### config.mk
export PLATFORM = sky130hd
export DESIGN_NAME = apb_master_bridge
export DESIGN_NICKNAME = d
export VERILOG_FILES = /design/src/rtl/apb_master_bridge.sv
export SDC_FILE = /design/constraint.sdc
export NUM_CORES = 1
export LEC_CHECK = 0
export CAP_MARGIN = 25
export CORE_ASPECT_RATIO = 0.5
export CORE_MARGIN = 10
export CORE_UTILIZATION = 44
export CTS_CLUSTER_SIZE = 20
export DETAILED_ROUTE_END_ITERATION = 6
export MAX_ROUTING_LAYER = met4
export PLACE_DENSITY_LB_ADDON = 0.08
export SLEW_MARGIN = 20
export SYNTH_ARGS = -nofsm -noshare
export SYNTH_HDL_FRONTEND = slang
export SYNTH_SLANG_ARGS = --single-unit
### constraint.sdc
create_clock -name i_pclk -period 7.1 [get_ports i_pclk]
set_clock_uncertainty 0.2 [all_clocks]
set_input_delay 1.065 -clock i_pclk [delete_from_list [all_inputs] [get_ports i_pclk]]
set_output_delay 1.065 -clock i_pclk [all_outputs]
set_load 0.02 [all_outputs]
### src/rtl/apb_master_bridge.sv
// rtl/apb_master_bridge.sv - APB requester bridging a valid/ready command port to APB SETUP/ACCESS transfers
module apb_master_bridge #(
    parameter int ADDR_WIDTH = 8,
    parameter int DATA_WIDTH = 32,
    parameter int TIMEOUT    = 16
) (
    input  logic                  i_pclk,
    input  logic                  i_preset,
    input  logic                  i_cmd_valid,
    output logic                  o_cmd_ready,
    input  logic                  i_cmd_write,
    input  logic [ADDR_WIDTH-1:0] i_cmd_addr,
    input  logic [DATA_WIDTH-1:0] i_cmd_wdata,
    output logic                  o_rsp_valid,
    output logic [DATA_WIDTH-1:0] o_rsp_rdata,
    output logic                  o_rsp_err,
    output logic                  o_rsp_timeout,
    output logic                  o_psel,
    output logic                  o_penable,
    output logic                  o_pwrite,
    output logic [ADDR_WIDTH-1:0] o_paddr,
    output logic [DATA_WIDTH-1:0] o_pwdata,
    input  logic [DATA_WIDTH-1:0] i_prdata,
    input  logic                  i_pready,
    input  logic                  i_pslverr
);

    localparam logic [1:0] ST_IDLE   = 2'd0;
    localparam logic [1:0] ST_SETUP  = 2'd1;
    localparam logic [1:0] ST_ACCESS = 2'd2;

    // TIMEOUT=0 still needs a 1-bit counter; it just saturates and never aborts.
    localparam int              CW        = (TIMEOUT > 0) ? $clog2(TIMEOUT + 1) : 1;
    localparam logic [CW-1:0]   WAIT_LAST = CW'(TIMEOUT - 1);

    logic [1:0]            r_state;
    logic [CW-1:0]         r_wait_cnt;
    logic                  r_psel;
    logic                  r_penable;
    logic                  r_pwrite;
    logic [ADDR_WIDTH-1:0] r_paddr;
    logic [DATA_WIDTH-1:0] r_pwdata;
    logic                  r_rsp_valid;
    logic [DATA_WIDTH-1:0] r_rsp_rdata;
    logic                  r_rsp_err;
    logic                  r_rsp_timeout;
    logic                  w_timeout_hit;

    assign w_timeout_hit = (TIMEOUT != 0) && (r_wait_cnt == WAIT_LAST) && !i_pready;

    always_ff @(posedge i_pclk or posedge i_preset) begin
        if (i_preset) begin
            r_state       <= ST_IDLE;
            r_wait_cnt    <= '0;
            r_psel        <= 1'b0;
            r_penable     <= 1'b0;
            r_pwrite      <= 1'b0;
            r_paddr       <= '0;
            r_pwdata      <= '0;
            r_rsp_valid   <= 1'b0;
            r_rsp_rdata   <= '0;
            r_rsp_err     <= 1'b0;
            r_rsp_timeout <= 1'b0;
        end else begin
            r_rsp_valid <= 1'b0;
            case (r_state)
                ST_IDLE: begin
                    if (i_cmd_valid) begin
                        r_pwrite <= i_cmd_write;
                        r_paddr  <= i_cmd_addr;
                        r_pwdata <= i_cmd_wdata;
                        r_psel   <= 1'b1;
                        r_state  <= ST_SETUP;
                    end
                end
                ST_SETUP: begin
                    r_penable  <= 1'b1;
                    r_wait_cnt <= '0;
                    r_state    <= ST_ACCESS;
                end
                ST_ACCESS: begin
                    if (i_pready) begin
                        r_psel        <= 1'b0;
                        r_penable     <= 1'b0;
                        r_rsp_valid   <= 1'b1;
                        r_rsp_err     <= i_pslverr;
                        r_rsp_rdata   <= r_pwrite ? '0 : i_prdata;
                        r_rsp_timeout <= 1'b0;
                        r_state       <= ST_IDLE;
                    end else if (w_timeout_hit) begin
                        r_psel        <= 1'b0;
                        r_penable     <= 1'b0;
                        r_rsp_valid   <= 1'b1;
                        r_rsp_err     <= 1'b1;
                        r_rsp_rdata   <= '0;
                        r_rsp_timeout <= 1'b1;
                        r_state       <= ST_IDLE;
                    end else if (r_wait_cnt != '1) begin
                        r_wait_cnt <= r_wait_cnt + CW'(1);
                    end
                end
                default: begin
                    r_psel    <= 1'b0;
                    r_penable <= 1'b0;
                    r_state   <= ST_IDLE;
                end
            endcase
        end
    end

    assign o_cmd_ready   = (r_state == ST_IDLE) && !i_preset;
    assign o_rsp_valid   = r_rsp_valid;
    assign o_rsp_rdata   = r_rsp_rdata;
    assign o_rsp_err     = r_rsp_err;
    assign o_rsp_timeout = r_rsp_timeout;
    assign o_psel        = r_psel;
    assign o_penable     = r_penable;
    assign o_pwrite      = r_pwrite;
    assign o_paddr       = r_paddr;
    assign o_pwdata      = r_pwdata;

endmodule

* Yosys cells after proc, flatten, opt, wreduce, memory -nomap -nowiden
Cells that the tools add are included.
** Word-level totals
- Bits in registers :: 85
- Input port bits :: 78
** Cells by class
- Bitwise operators :: 2
- Add/subtract/negate cells :: 1
- Eq/ne operators :: 9
- Mux-type cells :: 22
- Reductions and logical operators :: 13
** Operator list (count)
- 2-to-1 mux 32 bit :: 3
- 2-to-1 mux 5 bit :: 3
- one-hot mux 5 bit (2 select lines) :: 1
- 2-to-1 mux 1 bit :: 9
- != test 2 bit, second input constant :: 4
- AND reduction 2 bit :: 4
- 2-to-1 mux 2 bit :: 3
- one-hot mux 1 bit (3 select lines) :: 2
- one-hot mux 2 bit (3 select lines) :: 1
- adder 5 x 1 -> 5 bit, second input constant :: 1
- equality test 5 x 4 -> 1 bit, second input constant :: 1
- != test 5 bit, second input constant :: 1
- AND reduction 4 bit :: 1
- nonzero test 2 bit :: 2
- != test 3 bit, second input constant :: 1
- AND reduction 3 bit :: 1
- equality test 2 x 1 -> 1 bit, second input constant :: 1
- equality test 2 bit, second input constant :: 1
- logical AND 1 bit :: 2
- logical NOT 1 bit :: 2
- logical NOT 2 bit :: 1
- inverter 1 bit :: 2

* Longest topological paths before layout
Gate-level depths: netlist of run 1.
- Word-level depth :: 5
- Gate-level depth with buffers :: 6
- Depth with buffers taken out :: 6

* Worst setup path before layout of run 1
No wires, ideal clock.
- Path kind :: input port to output port
- Start point :: input i_preset
- End point :: output o_cmd_ready
- Slack :: 4.315 ns
- Arrival time :: 1.520 ns
- Path buffers :: 0
- Cell stages on the path :: 1
- Cell sequence :: nor3_1
** Between the ends
- Cells in the longest elaborated chain, start to end :: 2
** RTL lines
- start, declared :: RTL line 8 : input logic i_preset,
- logical NOT 1 bit :: RTL line 111 : assign o_cmd_ready = (r_state == ST_IDLE) && !i_preset;
- logical AND 1 bit :: RTL line 111
- end, declared :: RTL line 10 : output logic o_cmd_ready,
No other way between the ends.

* Final worst setup path of run 1
Ends and elaborated chain as after synthesis.

==> summary.md, run 1 <==
| Metric | Value |
|---|---|
| Nets | `462` |
| Total met2 wirelength after detailed routing | `between 4000 and 5000 microns` |
| Ratio of total power to cell area | `471.5 nW/um^2` |
| Slack of the critical path | `approximately 3.5 ns` |
| Count of unresolved DRC violations after routing | `0` |
| Share of cells above drive strength 1 | `0.1528` |
| First drt pass iteration count | `4` |
| Global-route total usage across every layer | `0.1716` |
| Area growth from synthesis to final layout | `59.84%` |
| Wire length after detailed routing | `between 9000 and 10,000 microns` |
| Share of the yosys chip area belonging to registers | `0.6521` |
| Number of cell rows | `22` |
| Data arrival time at the worst-slack endpoint | `~2.3 ns` |
| H-tree levels | `3` |
| Clock Power Share | `0.181` |
| HPWL Detailed | `between 7000 and 8000 microns` |
| Number of hold-slack violations in the final timing report | `0` |
| Via count of the routed design | `2,441` |
| Number of antenna violations at the first check in global routing | `0` |
| Synthesized net count | `306` |
| Total grt overflow | `0` |
| Highest layer used for signal routing | `met4` |
| Logic gate share of total power | `0.469` |
| Maximum clock frequency | `approximately 280 MHz` |
| Setup TNS after final layout | `0 ns` |
| N_diodes | `0` |
| Final Wtd Congestion | `0.7786` |
| Metal1 wirelength | `approximately 4000 microns` |
| CTS hold repair buffers | `0` |
| Least-Margin Pin Slew | `0.9490 ns` |
| Mean area per synthesized cell | `14.50 sq um` |
| Result of the run | `finished clean` |
| Initial DRC count | `138` |
| Clock sinks | `85` |
| Clock latency of the later-clocked register in the worst-skew pair | `0.33 ns` |
| Clock Tree Buf Depth | `2` |
| Post-synthesis instance area | `approximately 3300 sq um` |
| Number of top-level pins | `157` |
| Launching element type of the critical path | `input pin` |
| Wire length of the first global-routing pass | `roughly 15,000 microns` |
| Post-CTS setup buffer count | `0` |
| Category of the most critical setup path | `input pin to primary output` |
| Library cells used by synthesis | `30` |
| RSZ-0062 raised after global routing | `false` |
| Relative contribution of sequential cells to total power | `0.351` |
| Clock tree from TritonCTS | `built` |
| Met3 routed wirelength | `approximately 990 microns` |
| Switching part of the total power | `0.3612` |
| Leakage power total | `2.196 nW` |
| Number of synthesized register bits | `85` |
| Chip width | `roughly 140 microns` |
| Largest net degree at the start of global routing | `between 80 and 90` |
| Switching component of the power | `888.0 uW` |
| Clk Tree Root Cell | `sky130_fd_sc_hd__clkbuf_16` |
| Post-detailed-route count of antenna-violating nets | `0` |
| Internal Pwr Total | `between 1.5 and 2 mW` |
| Initial cell density of the core | `0.4489` |
| Final setup violation count | `0` |
| Number of input and output port buffers inserted | `approximately 160` |
| Via count of the first global-routing pass | `around 2,700` |
| Number of CTS-inserted buffers | `9` |
| Clock-pin slew of the registers on the worst-case setup and hold paths | `~0.060 ns` |
| Standard cell core area | `a little over 7000 sq um` |
| Worst min path class | `flip-flop to flip-flop` |
| Final critical-path share of the clock period | `0.5015` |
| Setup crit end kind | `primary output` |
| Pre-CTS worst setup slack | `approximately 3.5 ns` |
| Cts repair resizes | `0` |
| Max capacitance violation total | `0` |
| Req. time, crit path | `5.83 ns` |
| Worst vdd ir | `roughly 0.27 mV` |
| Mean number of vias per cell | `about 5.1` |
| Area enclosed by the die boundary | `11,470 sq um` |
| Synthesized netlist cell count | `about 230` |
| Final min period | `approximately 3.6 ns` |
| Largest fanout on the critical path | `2` |
| Final Slew Violations | `0` |
| Height of the die | `around 81 microns` |
| Ys Warns | `0` |
| Headroom to the max-slew limit | `0.3673` |
| Wire length per cell | `19.83 microns` |
==> placed cells by master (no fill, tap or decap), types with 2 or more instances in the layout <==
master,instances
sky130_fd_sc_hd__ha_1,3
sky130_fd_sc_hd__a21oi_1,5
sky130_fd_sc_hd__nor2_1,4
sky130_fd_sc_hd__or4_1,2
sky130_fd_sc_hd__clkinvlp_4,4
sky130_fd_sc_hd__nor3_1,2
sky130_fd_sc_hd__nand2_1,6
sky130_fd_sc_hd__nand3_1,2
sky130_fd_sc_hd__clkbuf_16,9
sky130_fd_sc_hd__clkdlybuf4s50_1,156
sky130_fd_sc_hd__dfrtp_1,85
sky130_fd_sc_hd__nand2b_1,2
sky130_fd_sc_hd__mux2_2,36
sky130_fd_sc_hd__mux2_1,5
sky130_fd_sc_hd__a22o_1,35
sky130_fd_sc_hd__o21ai_0,3
sky130_fd_sc_hd__buf_6,2
sky130_fd_sc_hd__inv_1,5
==> worst paths after layout <==
check / to / from / cells past startpoint / slack, ns
min in group asynchronous: o_penable$_DFFE_PP0P_ / i_preset / 3 / 1.11
worst min register to register: o_paddr[1]$_DFFE_PP0P_ / o_paddr[1]$_DFFE_PP0P_ / 1 / 0.29
worst min-delay path: o_paddr[1]$_DFFE_PP0P_ / o_paddr[1]$_DFFE_PP0P_ / 1 / 0.29
worst max register to register: o_rsp_err$_DFFE_PP0P_ / r_wait_cnt[0]$_DFFE_PP0P_ / 6 / 4.53
max in group asynchronous: r_wait_cnt[0]$_DFFE_PP0P_ / i_preset / 3 / 5.11
worst max-delay path: o_cmd_ready / i_preset / 3 / 3.54
==> layer usage <==
| layer | GRT usage | vias to the layer above |
|---|---|---|
| li1 | - | 1137 |
| met1 | 0.1955 | 1193 |
| met2 | 0.2661 | 104 |
| met3 | 0.08731 | 7 |
| met4 | 0.04260 | 0 |
| met5 | - | - |
==> state kept, by name, indices dropped and copies added (netlist names) <==
| name | cells |
|---|---|
| o_psel | 1 |
| o_penable | 1 |
| o_rsp_err | 1 |
| r_state | 2 |
| o_paddr | 8 |
| o_pwdata | 32 |
| o_rsp_valid | 1 |
| o_rsp_rdata | 32 |
| o_rsp_timeout | 1 |
| o_pwrite | 1 |
| r_wait_cnt | 5 |
==> synth_stat cells <==
master	instances	share of area
sky130_fd_sc_hd__dfrtp_1	85	0.65
sky130_fd_sc_hd__mux2_2	36	0.12
sky130_fd_sc_hd__a22o_1	35	0.094
sky130_fd_sc_hd__buf_2	8	0.012
sky130_fd_sc_hd__inv_1	6	0.0069
sky130_fd_sc_hd__nand2_1	6	0.0069
sky130_fd_sc_hd__a21oi_1	5	0.0077
sky130_fd_sc_hd__clkbuf_1	5	0.0058
sky130_fd_sc_hd__mux2_1	5	0.017
sky130_fd_sc_hd__nor2_1	4	0.0046
sky130_fd_sc_hd__ha_1	3	0.012
sky130_fd_sc_hd__o21ai_0	3	0.0046
sky130_fd_sc_hd__and2_1	2	0.0038
sky130_fd_sc_hd__nand2b_1	2	0.0038
sky130_fd_sc_hd__nand3_1	2	0.0031
sky130_fd_sc_hd__nor3_1	2	0.0031
sky130_fd_sc_hd__o21ai_1	2	0.0031
sky130_fd_sc_hd__or4_1	2	0.0046
sky130_fd_sc_hd__a311o_1	1	0.0031
sky130_fd_sc_hd__a311oi_1	1	0.0027
sky130_fd_sc_hd__and2b_1	1	0.0023
sky130_fd_sc_hd__and3_1	1	0.0019
sky130_fd_sc_hd__nand3b_1	1	0.0023
sky130_fd_sc_hd__nor2b_1	1	0.0019
sky130_fd_sc_hd__nor3b_2	1	0.0038
sky130_fd_sc_hd__o211ai_1	1	0.0023
sky130_fd_sc_hd__o22a_1	1	0.0027
sky130_fd_sc_hd__o22ai_1	1	0.0019
sky130_fd_sc_hd__o31ai_1	1	0.0023
sky130_fd_sc_hd__or3_4	1	0.0035
==> critical path: stages <==
cell                              delay (ns)
sky130_fd_sc_hd__clkdlybuf4s50_1        0.45
sky130_fd_sc_hd__nor3_1                 0.15
sky130_fd_sc_hd__clkdlybuf4s50_1        0.63
==> kinds of logic (layout without fill, tap and decap cells) <==
family                   after synthesis  after routing  share of synthesized area
flip-flops                            85             85                     0.6521
AO/OA/AOI/OAI                         51             51                     0.1243
multiplexers                          41             41                     0.1415
AND/OR/NAND/NOR                       26             26                    0.04565
buffers and inverters                 19            180                    0.02493
adder cells (fa/ha/maj)                3              3                    0.01151
==> layout make-up <==
type / count / area [sq um]
tap: 96 / 120.1
clock inverter: 6 / 47.55
clock buffer: 10 / 239.0
multi-input combinational: 121 / 1072
inverter: 6 / 23.77
fill: 510 / 2053
timing repair buffer: 158 / 1584
sequential: 85 / 2127
==> stage by stage <==
stage	total power [mW]	hold WS, ns	std cells	instance area (sq um)	util
finish	2.458	0.2866	482	5214	0.7175
global route	2.597	0.2981	482	5214	0.7175
CTS	2.488	0.2887	482	5210	0.7169
detailed placement	2.032	0.2748	466	4923	0.6775
global placement	1.988	0.2669	465	4905	0.6749
floorplan	1.429	0.3022	225	3262	-
==> power by group through the flow <==
stage          clock, mW  combinational, mW  sequential [mW]
4_1_cts            0.454               1.17            0.862
2_1_floorplan          0              0.316             1.11
6_report           0.444               1.15            0.862
5_1_grt            0.479               1.23            0.893
3_5_place_dp           0               1.16            0.868
3_3_place_gp           0               1.14            0.850
Note: power is estimated with default switching activity, not from simulation.
==> run 2, diff against run 1 <==
--- a/config.mk
+++ b/config.mk
@@ -8,7 +8,7 @@
 export CAP_MARGIN = 25
 export CORE_ASPECT_RATIO = 0.5
 export CORE_MARGIN = 10
-export CORE_UTILIZATION = 44
+export CORE_UTILIZATION = 40
 export CTS_CLUSTER_SIZE = 20
 export DETAILED_ROUTE_END_ITERATION = 6
 export MAX_ROUTING_LAYER = met4
==> constraint.sdc (replaced) <==
create_clock -name i_pclk -period 3.3 [get_ports i_pclk]
set_clock_uncertainty 0.2 [all_clocks]
set_input_delay 0.495 -clock i_pclk [delete_from_list [all_inputs] [get_ports i_pclk]]
set_output_delay 0.495 -clock i_pclk [all_outputs]
set_load 0.02 [all_outputs]
==> run 2 against run 1 <==
- worst hold slack improved by 0.0011 ns
- combinational power increased by 120%
- setup slack got worse by 2.7 ns
- final area increased by 1.4%
- via count about the same
- final cell count increased by 3.5%
- non-clock buffer count increased by 2
- power increased by 120%
- die area increased by 8.0%
- first-iteration DRC count decreased by 23%
- critical path type is now flip-flop to primary output
==> summary.md, run 2 (synthesis gave the netlist of run 1 again) <==
| Metric | Value |
|---|---|
| Result of the run | `finished clean` |
| Pre-CTS worst setup slack | `0.8609 ns (-2.673 ns)` |
| H-tree levels | `3 (unchanged)` |
| Buffers and inverters on the worst path | `1 (-1)` |
| Clock-pin slew of the registers on the worst-case setup and hold paths | `0.06 ns (about the same)` |
| CTS hold repair buffers | `0 (unchanged)` |
| Clock tree from TritonCTS | `built` |
| Count of cell instances traversed by the critical path | `2 (-1)` |
| Top delay family on crit path | `buffers and inverters` |
| Leakage power total | `2.244 nW (+2.2%)` |
| Least-Margin Pin Slew | `0.8405 ns (-0.1084 ns)` |
| Clk Tree Root Cell | `sky130_fd_sc_hd__clkbuf_16` |
| Wire length per cell | `19.11 microns (-3.6%)` |
| Standard cell core area | `7971 sq um (+9.7%)` |
| Data arrival time at the worst-slack endpoint | `1.76 ns (-0.54 ns)` |
| Share of cells above drive strength 1 | `0.1550 (+0.002189)` |
| Global-route total usage across every layer | `0.1608 (-0.01086)` |
| Chip width | `147.7 microns (+4.2%)` |
| Final min period | `~2.5 ns` |
| Setup TNS after final layout | `0 ns (unchanged)` |
| Switching component of the power | `1.865 mW (+110%)` |
| Initial DRC count | `106 (-23%)` |
| Number of placed instances with taps included | `484 (+3.9%)` |
| Layout filler cell count | `582 (+14%)` |
| Clock latency of the later-clocked register in the worst-skew pair | `0.32 ns (about the same)` |
| First drt pass iteration count | `4 (unchanged)` |
| Category of the most critical setup path | `flip-flop to primary output` |
| Delay of the slowest critical-path stage | `0.64 ns (about the same)` |
| Number of input and output port buffers inserted | `156 (unchanged)` |
| Slack of the critical path | `0.8482 ns (-2.691 ns)` |
| Number of hold-slack violations in the final timing report | `0 (unchanged)` |
| Relative contribution of sequential cells to total power | `0.344 (-0.007)` |
| Setup crit end kind | `primary output` |
| Count of non-filler cells in the finished layout | `499 (+3.5%)` |
| Wire length after detailed routing | `9537 microns (-0.22%)` |
| Number of CTS-inserted buffers | `9 (unchanged)` |
| Maximum clock frequency | `407.9 MHz` |
| Area enclosed by the die boundary | `12,390 sq um (+8.0%)` |
| Cts repair resizes | `0 (unchanged)` |
| Largest fanout on the critical path | `16 (+14)` |
| CP max stage cell | `sky130_fd_sc_hd__clkdlybuf4s50_1` |
| RSZ-0062 raised after global routing | `false` |
| Height of the die | `83.86 microns (+3.7%)` |
| Final Wtd Congestion | `0.8078 (+3.8%)` |
| Ratio of total power to cell area | `1021 nW/um^2 (+120%)` |
| HPWL Detailed | `7320 microns (+3.0%)` |
| R2r worst-path depth | `6 (unchanged)` |
| Clock Tree Buf Depth | `2 (unchanged)` |
| Final setup violation count | `0 (unchanged)` |
| Number of top-level pins | `157 (unchanged)` |
| Switching part of the total power | `0.3457 (-0.01552)` |
| Launching element type of the critical path | `flip-flop` |
| Source of the critical timing path | `r_state[1]$_DFFE_PP0P_` |
| Clock Power Share | `0.196 (+0.015)` |
| Area growth from synthesis to final layout | `62.06%` |
| Number of antenna violations at the first check in global routing | `0 (unchanged)` |
| Worst min path class | `flip-flop to flip-flop` |
| Slack of the worst reg-to-reg path | `0.96 ns (-3.57 ns)` |
| Final design instance area without fill | `5286 sq um (+1.4%)` |
| Wire length of the first global-routing pass | `15,190 microns (+2.6%)` |
| Commonest non-fill, non-tap cells in the layout | `sky130_fd_sc_hd__clkdlybuf4s50_1 (156), sky130_fd_sc_hd__dfrtp_1 (85), sky130_fd_sc_hd__mux2_2 (36)` |
| Nets | `464 (+0.43%)` |
| Via count of the first global-routing pass | `2,774 (+1.9%)` |
| Req. time, crit path | `2.60 ns (-3.23 ns)` |
| Worst Hold Margin | `0.2877 ns (+0.001077 ns)` |
| Logic gate share of total power | `0.461 (-0.008)` |
| Instance area after placement | `4972 sq um (+0.99%)` |
| Clock sinks | `85 (unchanged)` |
| Worst-case hold path end point | `o_paddr[1]$_DFFE_PP0P_` |
| Initial cell density of the core | `0.4092 (-0.03967)` |
| Max capacitance violation total | `0 (unchanged)` |
| Final critical-path share of the clock period | `0.7430` |
| Post-CTS setup buffer count | `0 (unchanged)` |
| Commonest non-fill, non-tap cell in the layout | `sky130_fd_sc_hd__clkdlybuf4s50_1` |
| Headroom to the max-slew limit | `0.4390 (+0.07165)` |
| Post-detailed-route count of antenna-violating nets | `0 (unchanged)` |
| Total grt overflow | `0 (unchanged)` |
| Worst vdd ir | `0.5120 mV (+88%)` |
| Worst reg2reg path startpoint | `r_wait_cnt[0]$_DFFE_PP0P_` |
| Internal Pwr Total | `3.530 mW (+120%)` |
| Chain of cells forming the critical path | `nor3_1, clkdlybuf4s50_1` |
| Largest net degree at the start of global routing | `48 (-44%)` |
| N_diodes | `0 (unchanged)` |
| Hold-critical path depth | `1 (unchanged)` |
| Worst hold path startpoint | `o_paddr[1]$_DFFE_PP0P_` |
| Number of cell rows | `23 (+4.5%)` |
| Final Slew Violations | `0 (unchanged)` |
| Mean number of vias per cell | `4.888 (-3.5%)` |
| Count of unresolved DRC violations after routing | `0 (unchanged)` |
| Endpoint of the worst-slack reg-to-reg timing path | `r_wait_cnt[3]$_DFFE_PP0P_` |
| Via count of the routed design | `2,439 (-0.082%)` |
==> run 2: cell types whose count changed in the layout (fill, tap and decap cells not counted), sizes merged <==
cell / change
inv: -1
buf: +2
bufinv: +2
clkinv: +2
clkinvlp: -4
==> run 2: worst reg2reg max path: cells and delay by family (launching register included) <==
family	cells	cell delay, ns
adder cells (fa/ha/maj)	2	0.51
flip-flops	1	0.42
AND/OR/NAND/NOR	4	1.15
==> run 2: final cells by class <==
| cell class | instances | area (sq um) | share of cell area |
|---|---|---|---|
| flip-flops and latches | 85 | 2127 | 0.4024 |
| repair buffers | 160 | 1617 | 0.3058 |
| multi-input cells | 121 | 1065 | 0.2014 |
| clock buffers | 10 | 239.0 | 0.04521 |
| well taps | 112 | 140.1 | 0.02651 |
| clock inverters | 5 | 75.07 | 0.01420 |
| inverters | 6 | 23.77 | 0.004497 |
==> run 2: worst max-delay path by stage <==
| stage | slack (ns) | to |
|---|---|---|
| final | 0.85 | o_cmd_ready |
| after global routing | 0.73 | o_cmd_ready |
| after CTS | 0.82 | o_cmd_ready |
| after detailed placement | 0.86 | o_rsp_rdata[28]$_DFFE_PP0P_ |
| after global placement | 0.88 | o_cmd_ready |
| after floorplan | 0.41 | o_paddr[0]$_DFFE_PP0P_ |
==> run 2: layer usage <==
metal | vias up | share of wire | track usage
met2 | 94 | 0.53 | 0.2757
met3 | 13 | 0.065 | 0.05898
met5 | - | 0 | -
met4 | 0 | 0.019 | 0.05367
met1 | 1198 | 0.39 | 0.1691
li1 | 1134 | - | -
==> run 2: power by group through the flow <==
stage          combinational [mW]  sequential [mW]  clock, mW
2_1_floorplan               0.680             2.39          0
3_3_place_gp                 2.47             1.83          0
3_5_place_dp                 2.53             1.87          0
4_1_cts                      2.53             1.86       1.09
5_1_grt                      2.63             1.93       1.14
6_report                     2.49             1.85       1.05
==> run 2: per-stage QoR <==
step / util / power [mW]
global placement: 0.6238 / 4.309
global route: 0.6632 / 5.693
detailed placement: 0.6238 / 4.391
floorplan: - / 3.075
CTS: 0.6632 / 5.480
finish: 0.6632 / 5.395
==> run 3, diff against run 2 <==
==> constraint.sdc (replaced) <==
create_clock -name i_pclk -period 2.4 [get_ports i_pclk]
set_clock_uncertainty 0.2 [all_clocks]
set_input_delay 0.36 -clock i_pclk [delete_from_list [all_inputs] [get_ports i_pclk]]
set_output_delay 0.36 -clock i_pclk [all_outputs]
set_load 0.02 [all_outputs]
==> run 3 against run 2 <==
- setup slack worse by 0.77 ns
- global-route usage is 0.23 points lower
- non-clock buffer count is 5 higher
- critical path depth is 4 higher
- power is 36% higher
- combinational power is 41% higher
- first-iteration DRC count is 3.8% higher
- worst hold slack worse by 0.0019 ns
- via count is 3.1% higher
- utilization is 0.13 points higher
- largest power group unchanged
- highest routed layer unchanged
==> summary.md, run 3 (synthesis gave the netlist of run 1 again) <==
| Metric | Value |
|---|---|
| Result of the run | `finished clean` |
| Post-detailed-route count of antenna-violating nets | `0 (unchanged)` |
| Switching part of the total power | `0.3518 (+0.006069)` |
| Largest fanout on the critical path | `5 (-11)` |
| Final min period | `~2.3 ns` |
| Clock tree from TritonCTS | `built` |
| Least-Margin Pin Slew | `0.4646 ns (-0.3760 ns)` |
| Standard cell core area | `7971 sq um (unchanged)` |
| Total grt overflow | `0 (unchanged)` |
| Number of cell rows | `23 (unchanged)` |
| Top delay family on crit path | `simple AND/OR/NAND/NOR gates` |
| CP max stage cell | `sky130_fd_sc_hd__or4_1` |
| Maximum clock frequency | `about 430 MHz` |
| Internal Pwr Total | `4.755 mW (+35%)` |
| Number of top-level pins | `157 (unchanged)` |
| Chip width | `147.7 microns (unchanged)` |
| Final design instance area without fill | `5296 sq um (+0.19%)` |
| Nets | `469 (+1.1%)` |
| Category of the most critical setup path | `flip-flop to flip-flop` |
| Most Frequent Cell on Critical Path | `sky130_fd_sc_hd__ha_1` |
| Wire length per cell | `18.82 microns (-1.5%)` |
| Clock latency of the later-clocked register in the worst-skew pair | `0.33 ns (about the same)` |
| Layout filler cell count | `606 (+4.1%)` |
| R2r worst-path depth | `6 (unchanged)` |
| Data arrival time at the worst-slack endpoint | `2.39 ns (+0.63 ns)` |
| Area enclosed by the die boundary | `12,390 sq um (unchanged)` |
| Worst Hold Margin | `0.2858 ns (-0.001900 ns)` |
| N_diodes | `0 (unchanged)` |
| Count of non-filler cells in the finished layout | `504 (+1.0%)` |
| Via count of the first global-routing pass | `2,766 (-0.29%)` |
| Number of input and output port buffers inserted | `156 (unchanged)` |
| Commonest non-fill, non-tap cell in the layout | `sky130_fd_sc_hd__clkdlybuf4s50_1` |
| Number of placed instances with taps included | `489 (+1.0%)` |
| Initial cell density of the core | `0.4092 (unchanged)` |
| Number of antenna violations at the first check in global routing | `0 (unchanged)` |
| Number of CTS-inserted buffers | `9 (unchanged)` |
| Wire length of the first global-routing pass | `15,150 microns (-0.27%)` |
| Logic gate share of total power | `0.478 (+0.017)` |
| Worst reg2reg path startpoint | `r_wait_cnt[0]$_DFFE_PP0P_` |
| Hold-critical path depth | `1 (unchanged)` |
| Slack of the worst reg-to-reg path | `0.08 ns (-0.88 ns)` |
| Global-route total usage across every layer | `0.1585 (-0.002287)` |
| Headroom to the max-slew limit | `0.6903 (+0.2513)` |
| Launching element type of the critical path | `flip-flop` |
| Initial DRC count | `110 (+3.8%)` |
| Worst-case hold path end point | `o_pwdata[8]$_DFFE_PP0P_` |
| Buffers and inverters on the worst path | `0 (-1)` |
| Number of hold-slack violations in the final timing report | `0 (unchanged)` |
| Clk Tree Root Cell | `sky130_fd_sc_hd__clkbuf_16` |
| Final setup violation count | `0 (unchanged)` |
| Max capacitance violation total | `0 (unchanged)` |
| Relative contribution of sequential cells to total power | `0.342 (-0.002)` |
| Chain of cells forming the critical path | `ha_1, and3_1, ha_1, or3_4, or4_1, nand3_1` |
| Footprint of the multi-input gates | `1067 sq um (+0.23%)` |
| Core Util, Final | `0.6644 (+0.001256)` |
| Final critical-path share of the clock period | `0.9670` |
| Commonest non-fill, non-tap cells in the layout | `sky130_fd_sc_hd__clkdlybuf4s50_1 (156), sky130_fd_sc_hd__dfrtp_1 (85), sky130_fd_sc_hd__mux2_2 (36)` |
| Height of the die | `83.86 microns (unchanged)` |
| Ratio of total power to cell area | `1385 nW/um^2 (+36%)` |
| Endpoint of the worst-slack reg-to-reg timing path | `r_wait_cnt[3]$_DFFE_PP0P_` |
| First drt pass iteration count | `4 (unchanged)` |
| Setup crit end kind | `flip-flop` |
| Count of unresolved DRC violations after routing | `0 (unchanged)` |
| Worst vdd ir | `0.6910 mV (+35%)` |
| CTS hold repair buffers | `0 (unchanged)` |
| Share of cells above drive strength 1 | `0.1658 (+0.01078)` |
| Final Wtd Congestion | `0.7881 (-2.4%)` |
| Worst hold path startpoint | `o_pwdata[8]$_DFFE_PP0P_` |
| Final Slew Violations | `0 (unchanged)` |
| HPWL Detailed | `7201 microns (-1.6%)` |
| Mean number of vias per cell | `4.988 (+2.1%)` |
| Wire length after detailed routing | `9484 microns (-0.56%)` |
| Via count of the routed design | `2,514 (+3.1%)` |
| Switching component of the power | `2.581 mW (+38%)` |
| Area growth from synthesis to final layout | `62.37%` |
| Clock Power Share | `0.180 (-0.016)` |
| Clock Tree Buf Depth | `2 (unchanged)` |
| Instance area after placement | `5012 sq um (+0.81%)` |
| RSZ-0062 raised after global routing | `false` |
| Leakage power total | `2.241 nW (-0.13%)` |
| Worst min path class | `flip-flop to flip-flop` |
| Clock sinks | `85 (unchanged)` |
| Delay of the slowest critical-path stage | `0.48 ns (-0.16 ns)` |
| Setup TNS after final layout | `0 ns (unchanged)` |
| Largest net degree at the start of global routing | `86 (+79%)` |
| Area used by sequential logic in the layout | `2127 sq um (unchanged)` |
| Clock-pin slew of the registers on the worst-case setup and hold paths | `0.06 ns (about the same)` |
| Req. time, crit path | `2.47 ns (-0.13 ns)` |
| H-tree levels | `3 (unchanged)` |
[run 3: final cells by class]
type                            instances  area share
Multi-Input combinational cell        121      0.2015
Clock buffer                           10     0.04323
Inverter                                6    0.004961
Tap cell                              112     0.02646
Timing Repair Buffer                  165      0.3123
Sequential cell                        85      0.4016
Clock inverter                          5    0.009922
[run 3: metal layers]
layer  GRT usage  vias to the layer above  wire length [microns]
met2      0.2471                      113                   4478
met1      0.1840                     1244                   4117
li1            -                     1146                      -
met3     0.06439                       11                    780
met4     0.04919                        0                    108
met5           -                        -                      0
[run 3: worst max-delay path by stage]
stage,from,endpoint,slack [ns],cells past startpoint
floorplan,r_wait_cnt[0]$_DFFE_PP0P_,r_wait_cnt[3]$_DFFE_PP0P_,0.22,6
global placement,r_wait_cnt[0]$_DFFE_PP0P_,r_wait_cnt[3]$_DFFE_PP0P_,0.16,6
detailed placement,r_wait_cnt[0]$_DFFE_PP0P_,r_wait_cnt[3]$_DFFE_PP0P_,0.06,6
CTS,r_wait_cnt[0]$_DFFE_PP0P_,r_wait_cnt[3]$_DFFE_PP0P_,0.06,6
global route,r_wait_cnt[0]$_DFFE_PP0P_,r_wait_cnt[3]$_DFFE_PP0P_,0.01,6
finish,r_wait_cnt[0]$_DFFE_PP0P_,r_wait_cnt[3]$_DFFE_PP0P_,0.08,6
[run 3: what timing repair did]
action | in CTS | in global routing
setup buffers | 0 | 0
endpoints found under the setup margin | 0 | 1
gates resized for setup | 0 | 1
endpoints found under the hold margin | 0 | 0
[run 3: stage by stage]
| step | setup slack, ns | total power, mW |
|---|---|---|
| 2_1_floorplan | 0.2165 | 4.228 |
| 3_3_place_gp | 0.1570 | 5.962 |
| 3_5_place_dp | 0.05701 | 6.085 |
| 4_1_cts | 0.06004 | 7.444 |
| 5_1_grt | 0.01370 | 7.749 |
| 6_report | 0.07914 | 7.336 |
[run 3: power by group through the flow]
stage / Sequential, mW / Combinational [mW] / Clock (mW)
2_1_floorplan: 3.29 / 0.936 / 0
3_3_place_gp: 2.48 / 3.48 / 0
3_5_place_dp: 2.53 / 3.56 / 0
4_1_cts: 2.52 / 3.57 / 1.36
5_1_grt: 2.60 / 3.72 / 1.43
6_report: 2.51 / 3.51 / 1.32
